--- src/rtl/dsp_pkg.sv ---
// Shared types and constants for the DSP MAC stage: operand-select enumerations,
// default widths and the signed result limits used when saturating.
package dsp_pkg;

  localparam int AB_W_DEF = 18;
  localparam int P_W_DEF  = 48;

  localparam logic signed [P_W_DEF-1:0] P_MAX = {1'b0, {(P_W_DEF-1){1'b1}}};
  localparam logic signed [P_W_DEF-1:0] P_MIN = {1'b1, {(P_W_DEF-1){1'b0}}};

  typedef enum logic [1:0] {
    PRE_B     = 2'b00,
    PRE_DPB   = 2'b01,
    PRE_DMB   = 2'b10,
    PRE_B_ALT = 2'b11
  } pre_sel_e;

  typedef enum logic [1:0] {
    ACC_M   = 2'b00,
    ACC_PPM = 2'b01,
    ACC_CPM = 2'b10,
    ACC_PMM = 2'b11
  } acc_sel_e;

endpackage

--- src/rtl/dsp_pre_adder.sv ---
// Combinational pre-adder: selects b, d + b or d - b at one bit of growth so
// the result is always exact.
module dsp_pre_adder
  import dsp_pkg::*;
#(
  parameter int AB_W = AB_W_DEF
) (
  input  logic signed [AB_W-1:0] b_i,
  input  logic signed [AB_W-1:0] d_i,
  input  pre_sel_e               sel_i,
  output logic signed [AB_W:0]   bp_o
);

  logic signed [AB_W:0] b_x;
  logic signed [AB_W:0] d_x;

  assign b_x = (AB_W+1)'(b_i);
  assign d_x = (AB_W+1)'(d_i);

  always_comb begin
    bp_o = b_x;
    case (sel_i)
      PRE_DPB: bp_o = d_x + b_x;
      PRE_DMB: bp_o = d_x - b_x;
      default: bp_o = b_x;
    endcase
  end

endmodule

--- src/rtl/dsp_mac_stage.sv ---
// Pipelined multiply-accumulate stage: pre-adder, multiplier (optionally
// registered via PIPE_M) and post-adder with overflow detection. Defining the
// macro DSP_MAC_SAT_EN makes overflowing results saturate instead of wrap.
module dsp_mac_stage
  import dsp_pkg::*;
#(
  parameter int AB_W   = AB_W_DEF,
  parameter int P_W    = P_W_DEF,
  parameter int PIPE_M = 1
) (
  input  logic                  clk,
  input  logic                  rst,
  input  logic                  ce,
  input  logic                  in_valid,
  input  logic signed [AB_W-1:0] a,
  input  logic signed [AB_W-1:0] b,
  input  logic signed [AB_W-1:0] d,
  input  logic signed [P_W-1:0]  c,
  input  logic [3:0]             opmode,
  output logic signed [P_W-1:0]  p,
  output logic                   out_valid,
  output logic                   ovf
);

  localparam int M_W = 2*AB_W + 1;

  function automatic logic signed [P_W-1:0] sat_f(input logic signed [P_W:0] s);
`ifdef DSP_MAC_SAT_EN
    if (s[P_W] != s[P_W-1])
      return s[P_W] ? {1'b1, {(P_W-1){1'b0}}} : {1'b0, {(P_W-1){1'b1}}};
`endif
    return s[P_W-1:0];
  endfunction

  pre_sel_e             pre_sel;
  logic signed [AB_W:0] bp;

  assign pre_sel = pre_sel_e'(opmode[1:0]);

  dsp_pre_adder #(.AB_W(AB_W)) u_pre_adder (
    .b_i   (b),
    .d_i   (d),
    .sel_i (pre_sel),
    .bp_o  (bp)
  );

  // Stage 1: operands, pre-adder result, addend and control
  logic signed [AB_W-1:0] a_p1_q;
  logic signed [AB_W:0]   bp_p1_q;
  logic signed [P_W-1:0]  c_p1_q;
  acc_sel_e               acc_p1_q;
  logic                   vld_p1_q;
  logic signed [M_W-1:0]  m_p1;

  always_ff @(posedge clk or posedge rst) begin
    if (rst) begin
      a_p1_q   <= '0;
      bp_p1_q  <= '0;
      c_p1_q   <= '0;
      acc_p1_q <= ACC_M;
      vld_p1_q <= 1'b0;
    end else if (ce) begin
      a_p1_q   <= a;
      bp_p1_q  <= bp;
      c_p1_q   <= c;
      acc_p1_q <= acc_sel_e'(opmode[3:2]);
      vld_p1_q <= in_valid;
    end
  end

  assign m_p1 = M_W'(a_p1_q) * M_W'(bp_p1_q);

  // Stage M: product either registered or passed straight to the post-adder
  logic signed [M_W-1:0] m_f;
  logic signed [P_W-1:0] c_f;
  acc_sel_e              acc_f;
  logic                  vld_f;

  generate
    if (PIPE_M != 0) begin : g_pipe_m
      logic signed [M_W-1:0] m_p2_q;
      logic signed [P_W-1:0] c_p2_q;
      acc_sel_e              acc_p2_q;
      logic                  vld_p2_q;

      always_ff @(posedge clk or posedge rst) begin
        if (rst) begin
          m_p2_q   <= '0;
          c_p2_q   <= '0;
          acc_p2_q <= ACC_M;
          vld_p2_q <= 1'b0;
        end else if (ce) begin
          m_p2_q   <= m_p1;
          c_p2_q   <= c_p1_q;
          acc_p2_q <= acc_p1_q;
          vld_p2_q <= vld_p1_q;
        end
      end

      assign m_f   = m_p2_q;
      assign c_f   = c_p2_q;
      assign acc_f = acc_p2_q;
      assign vld_f = vld_p2_q;
    end else begin : g_comb_m
      assign m_f   = m_p1;
      assign c_f   = c_p1_q;
      assign acc_f = acc_p1_q;
      assign vld_f = vld_p1_q;
    end
  endgenerate

  // Post-adder: one guard bit keeps the sum exact for overflow detection
  logic signed [P_W-1:0] p_q;
  logic                  ovf_q;
  logic                  out_valid_q;
  logic signed [P_W:0]   m_x;
  logic signed [P_W:0]   p_x;
  logic signed [P_W:0]   c_x;
  logic signed [P_W:0]   sum;
  logic signed [P_W-1:0] p_d;
  logic                  ovf_d;

  assign m_x = (P_W+1)'(m_f);
  assign p_x = (P_W+1)'(p_q);
  assign c_x = (P_W+1)'(c_f);

  always_comb begin
    sum = m_x;
    case (acc_f)
      ACC_PPM: sum = p_x + m_x;
      ACC_CPM: sum = c_x + m_x;
      ACC_PMM: sum = p_x - m_x;
      default: sum = m_x;
    endcase
  end

  assign ovf_d = sum[P_W] ^ sum[P_W-1];
  assign p_d   = sat_f(sum);

  // out_valid updates every edge so it drops as soon as a stall begins
  always_ff @(posedge clk or posedge rst) begin
    if (rst) begin
      p_q         <= '0;
      ovf_q       <= 1'b0;
      out_valid_q <= 1'b0;
    end else begin
      out_valid_q <= ce & vld_f;
      if (ce && vld_f) begin
        p_q   <= p_d;
        ovf_q <= ovf_d;
      end
    end
  end

  assign p         = p_q;
  assign ovf       = ovf_q;
  assign out_valid = out_valid_q;

endmodule

--- config.mk ---
export PLATFORM = sky130hd
export DESIGN_NAME = dsp_mac_stage
export DESIGN_NICKNAME = d
export VERILOG_FILES = /design/src/rtl/dsp_pkg.sv /design/src/rtl/dsp_pre_adder.sv /design/src/rtl/dsp_mac_stage.sv
export SDC_FILE = /design/constraint.sdc
export NUM_CORES = 2
export LEC_CHECK = 0
export BUFFER_PORTS_ARGS = -buffer_cell sky130_fd_sc_hd__buf_2
export CORE_MARGIN = 2
export CORE_UTILIZATION = 35
export CTS_CLUSTER_SIZE = 12
export DETAILED_ROUTE_END_ITERATION = 12
export GPL_TIMING_DRIVEN = 0
export PLACE_DENSITY = 0.57
export SLEW_MARGIN = 25
export SYNTH_ARGS = -nofsm -noshare
export SYNTH_HDL_FRONTEND = slang
export SYNTH_SLANG_ARGS = --single-unit
--- constraint.sdc ---
create_clock -name clk -period 20.2 [get_ports clk]
set_input_delay 0 -clock clk [delete_from_list [all_inputs] [get_ports clk]]
set_output_delay 0 -clock clk [all_outputs]
set_load 0.01 [all_outputs]
=== Yosys cells after proc, flatten, opt, wreduce, memory -nomap -nowiden ===
Index checks and enable logic that the tools add are counted.

* Add/subtract/negate cells: 5
* Multipliers: 1
* Equal/unequal tests: 5
* Mux-type cells: 2
* Bitwise operators: 2
* Reductions and logical operators: 1

{| class="wikitable"
|+ Operator list
! cell !! number
|-
| $pmux 49 s3 || 1
|-
| $add 48x37->49 || 2
|-
| $sub 48x37->49 || 1
|-
| $pmux 19 s2 || 1
|-
| $mul 18x19->37 || 1
|-
| $add 18x18->19 || 1
|-
| $sub 18x18->19 || 1
|-
| $eq 2x2->1 const B || 3
|-
| $eq 2x1->1 const B || 2
|-
| $and 1x1->1 || 1
|-
| $logic_and 1x1->1 || 1
|-
| $xor 1x1->1 || 1
|}

* Register bits: 226
* Input port bits: 110
* Logic and storage cells: 28

=== Logic depth before layout (Yosys ltp) ===
* Depth after elaboration: 3
* Depth in mapped cells: 30

=== Modules after synthesis ===
Synthesis repeated with hierarchy kept, for this count alone.

* Cell total of the unflattened synthesis: 3192
* Area total of the unflattened synthesis: 29255.6 um^2

{| class="wikitable"
|+ By module, submodules not included
! module !! instances !! cells an instance !! area each (um^2) !! sequential area each (um^2)
|-
| dsp_mac_stage || 1 || 2976 || 27746.6 || 5655.4
|-
| dsp_pre_adder || 1 || 216 || 1508.9 || 0.0
|}

=== Worst setup path after synthesis ===
OpenSTA, ideal clock, no wires.

* Path kind: register to register
* Start: register bp_p1_q[7]
* End: register g_pipe_m.m_p2_q[35]
* Setup time: 137 ps
* Arrival time: 6463 ps
* Required time: 20063 ps
* Path slack: 13600 ps
* Stages on the path, launching flop included: 29
* Path buffers: 3
* Path through: dfrtp_1 -> clkbuf_1 -> clkbuf_1 -> nand2_1 -> fa_1 -> inv_1 -> fa_1 -> inv_1 -> fa_1 -> inv_1 -> fa_1 -> fa_1 -> inv_1 -> fa_1 -> inv_1 -> ha_1 -> clkbuf_1 -> a21o_1 -> a21o_1 -> a21oi_1 -> o21ai_0 -> nor3_1 -> a211oi_1 -> o31ai_1 -> nor2b_1 -> o21ai_0 -> o41ai_1 -> xor2_1 -> a21oi_1

* Word-level cells in the longest chain between the ends: 1

{| class="wikitable"
|+ RTL lines
! what !! line !! text
|-
| start, declared || dsp_mac_stage.sv:49 || <nowiki>logic signed [AB_W:0] bp_p1_q;</nowiki>
|-
| start signal, assigned || dsp_mac_stage.sv:64 || <nowiki>bp_p1_q <= bp;</nowiki>
|-
| $mul 18x19->37 || dsp_mac_stage.sv:71 || <nowiki>assign m_p1 = M_W'(a_p1_q) * M_W'(bp_p1_q);</nowiki>
|-
| end signal, assigned || dsp_mac_stage.sv:93 || <nowiki>m_p2_q <= m_p1;</nowiki>
|-
| end, declared || dsp_mac_stage.sv:81 || <nowiki>logic signed [M_W-1:0] m_p2_q;</nowiki>
|}

Every way passes these cells.
A chain may end at the register's enable or synchronous reset.

=== Worst setup path after layout ===
Ends and elaborated chain as after synthesis.

==> impl_metrics.env <==
export IMPL_async_flop_share_pct=100.0
export IMPL_period_needed_ns=8.440
export IMPL_r2r_start="bp_p1_q[7]$_DFFE_PP0P_"
export IMPL_slew_viol_final=0
export IMPL_design_core_area_um2=82110
export IMPL_syn_area_um2=29020
export IMPL_critPathMaxStageDelay_ns=0.64
export IMPL_root_buffer="clkbuf_16"
export IMPL_synth_fp_nets=3866
export IMPL_min_path_cells=5
export IMPL_worst_skew_pair_late_latency_ns=0.62
export IMPL_cts_tree="yes"
export IMPL_vias=22960
export IMPL_cts_buffers=29
export IMPL_crit_slowest_cell="clkbuf_1"
export IMPL_grt_ovfl_total=0
export IMPL_status="complete, no violations"
export IMPL_post_cts_buffers=0
export IMPL_grt_pass1_vias=23700
export IMPL_die_h_um=291.9
export IMPL_crit_path_end_kind="flop"
export IMPL_crit_top_cell="fa_1"
export IMPL_finalHoldViolations=0
export IMPL_drive_gt1_share_pct=11.06
export IMPL_synth_common_cells="inv_1, fa_1, nand2_1"
export IMPL_die_w_um=291.9
export IMPL_yosys_warnings=0
export IMPL_n_antenna_cell=0
export IMPL_ys_flop_type="dfrtp_1"
export IMPL_grtUsageTotal_pct=19.79
export IMPL_nNetsFinal=4150
export IMPL_antenna_found_initial=0
export IMPL_via_per_inst=5.025
export IMPL_cp_max_fo=10
export IMPL_yosys_area_top_type="fa_1"
export IMPL_grt_setup_unrepaired="false"
export IMPL_post_route_period_util_pct=41.78
export IMPL_fin_worst_skew_ns=0.03335
export IMPL_drv_cap=0
export IMPL_drc_errors=0
export IMPL_synth_cell_types=74
export IMPL_worstSetupStartpointType="flop"
export IMPL_final_setup_viol_count=0
export IMPL_fin_setup_tns_ns=0
export IMPL_synth_edf_count=0
export IMPL_synth_top_cell_area_share_pct=24.01
export IMPL_finalWeightedCongestion=0.9234
export IMPL_io_pins=160
export IMPL_wirelength_um=83830
export IMPL_cts_reportedPaths_clkPinSlew_ns=0.06
export IMPL_tightestPinTransition_ns=1.107
export IMPL_dpl_hpwl_um=68620
export IMPL_hold_start="d[17]"
export IMPL_relSlewSlack_pct=25.74
export IMPL_synth_seq_area_share_pct=19.49
export IMPL_r2r_cells=28
export IMPL_synthTopCellsByArea="fa_1, dfrtp_1, ha_1"
export IMPL_ant_nets=0
export IMPL_rrSetupSlack_ns=11.76
export IMPL_avgSynthCellArea_um2=9.079
export IMPL_drt_iter0_markers=1314
export IMPL_grt_max_degree=88
export IMPL_drtPass1Iterations=5
export IMPL_portBuffers=158
export IMPL_holdPathEnd="bp_p1_q[18]$_DFFE_PP0P_"
export IMPL_path_class="flop to flop"
export IMPL_grt_pass1_wl_um=132600
export IMPL_worstReg2RegEnd="g_pipe_m.m_p2_q[35]$_DFFE_PP0P_"
export IMPL_max_freq_mhz=118.5
export IMPL_synth_cells=3196
export IMPL_arrival_ns=8.89
export IMPL_n_fill_cell=8243
export IMPL_htreeDepth=1
export IMPL_start_util_pct=35.34
export IMPL_ys_seq_elements=226
export IMPL_die_area_um2=85230
export IMPL_startpoint="bp_p1_q[7]$_DFFE_PP0P_"
export IMPL_area_delta_synth_final_pct=14.28
export IMPL_num_rows=105
export IMPL_synth_most_common_cell="inv_1"
export IMPL_clock_sinks=226
export IMPL_clockBufferDepth=3
export IMPL_hp_class="primary input to flop"
export IMPL_avgRoutedWirePerCell_um=18.34
export IMPL_required_ns=20.65
## worst max-delay path: cells and delay by family, from the launching register on
kind	cells	cell delay, ns
fa+ha+maj	7	3.28
compound gates	9	2.10
buf+inv	8	1.57
simple gates	3	0.70
xor+xnor	1	0.35
flops	1	0.32
## area by class of cell
cell class / instances / area, um2 / share of cell area, %
Multi-Input combinational cell: 2360 / 21080 / 63.57
Sequential cell: 226 / 5655 / 17.05
Tap cell: 1070 / 1339 / 4.037
Timing Repair Buffer: 253 / 1777 / 5.358
Clock inverter: 16 / 239.0 / 0.7207
Buffer: 158 / 599.3 / 1.807
Inverter: 452 / 1704 / 5.139
Clock buffer: 35 / 768.2 / 2.317
## kinds of logic (layout without fill, tap and decap cells)
| kind of cell | count (synthesis) | after routing | synth area share [%] |
|---|---|---|---|
| and+or+nand+nor | 816 | 816 | 13.74 |
| AOI/OAI and AO/OA | 610 | 610 | 12.93 |
| buffers and inverters | 610 | 914 | 7.891 |
| adders and majority gates | 560 | 560 | 33.15 |
| DFF | 226 | 226 | 19.49 |
| muxes | 189 | 189 | 7.218 |
| xor gates and xnor gates | 185 | 185 | 5.584 |
## registers in the layout, indices dropped and copies added (netlist names)
name               count
bp_p1_q               19
out_valid              1
a_p1_q                18
acc_p1_q               2
c_f                   48
c_p1_q                48
g_pipe_m.vld_p2_q      1
p                     48
g_pipe_m.m_p2_q       37
acc_f                  2
vld_p1_q               1
ovf                    1
## worst max path at each step
stage	end	slack (ns)
2_1_floorplan	g_pipe_m.m_p2_q[35]$_DFFE_PP0P_	13.60
3_3_place_gp	c_p1_q[9]$_DFFE_PP0P_	10.73
3_5_place_dp	g_pipe_m.m_p2_q[35]$_DFFE_PP0P_	11.80
4_1_cts	g_pipe_m.m_p2_q[35]$_DFFE_PP0P_	11.77
5_1_grt	g_pipe_m.m_p2_q[35]$_DFFE_PP0P_	11.27
6_report	g_pipe_m.m_p2_q[35]$_DFFE_PP0P_	11.76
## what timing repair did
item                                   4_1_cts  5_1_grt
setup endpoints to repair                    0        0
gates resized for setup                      0        0
hold buffers                                93        0
endpoints found under the hold margin      227        0
## cells in the final DEF (no fill, tap or decap), types with 9 or more instances in the layout
cell type | synthesis | final
mux2_2 | 152 | 152
nor3_1 | 27 | 27
o21bai_1 | 22 | 22
nor4_1 | 14 | 13
nand4_1 | 22 | 22
and3_1 | 12 | 12
nor2_1 | 167 | 167
buf_1 | 10 | 9
o211ai_1 | 16 | 16
dlygate4sd3_1 | 0 | 93
o21a_1 | 18 | 18
a21o_1 | 68 | 68
o21ai_0 | 129 | 129
ha_1 | 212 | 212
nand2_1 | 288 | 288
a221oi_1 | 10 | 10
a31oi_1 | 28 | 28
dfrtp_1 | 226 | 226
xor2_1 | 54 | 54
fa_1 | 348 | 348
nand2b_1 | 26 | 26
clkbuf_1 | 148 | 148
nand3_1 | 31 | 31
buf_2 | 0 | 159
inv_1 | 452 | 451
or3_1 | 9 | 9
a21oi_1 | 223 | 223
mux2i_1 | 36 | 36
and2_1 | 177 | 177
nor2b_1 | 20 | 20
o31ai_1 | 15 | 15
xnor2_1 | 131 | 131
a211oi_1 | 15 | 15
clkbuf_16 | 0 | 29
## layer usage
layer	wire, um	up-vias	global-route usage (%)
li1	-	11070	-
met1	37780	11120	26.43
met2	38470	642	33.08
met3	4460	128	2.603
met4	3115	0	6.638
met5	0	-	0
## through the flow
stage                     setup slack (ns)  hold slack [ns]  util [%]  area, um2  instances
after floorplan                      13.60           0.1210         -      29020       3196
after global placement               10.73           0.2079     37.93      31150       4424
after detailed placement             11.80          0.08805     38.02      31220       4426
after CTS                            11.77         0.009866     40.38      33160       4570
after global routing                 11.27          0.06525     40.39      33160       4570
final                                11.76          0.03765     40.39      33160       4570
Power is not shown: default switching activity piles up to over one toggle a cycle in this logic, so the estimate is an artifact.
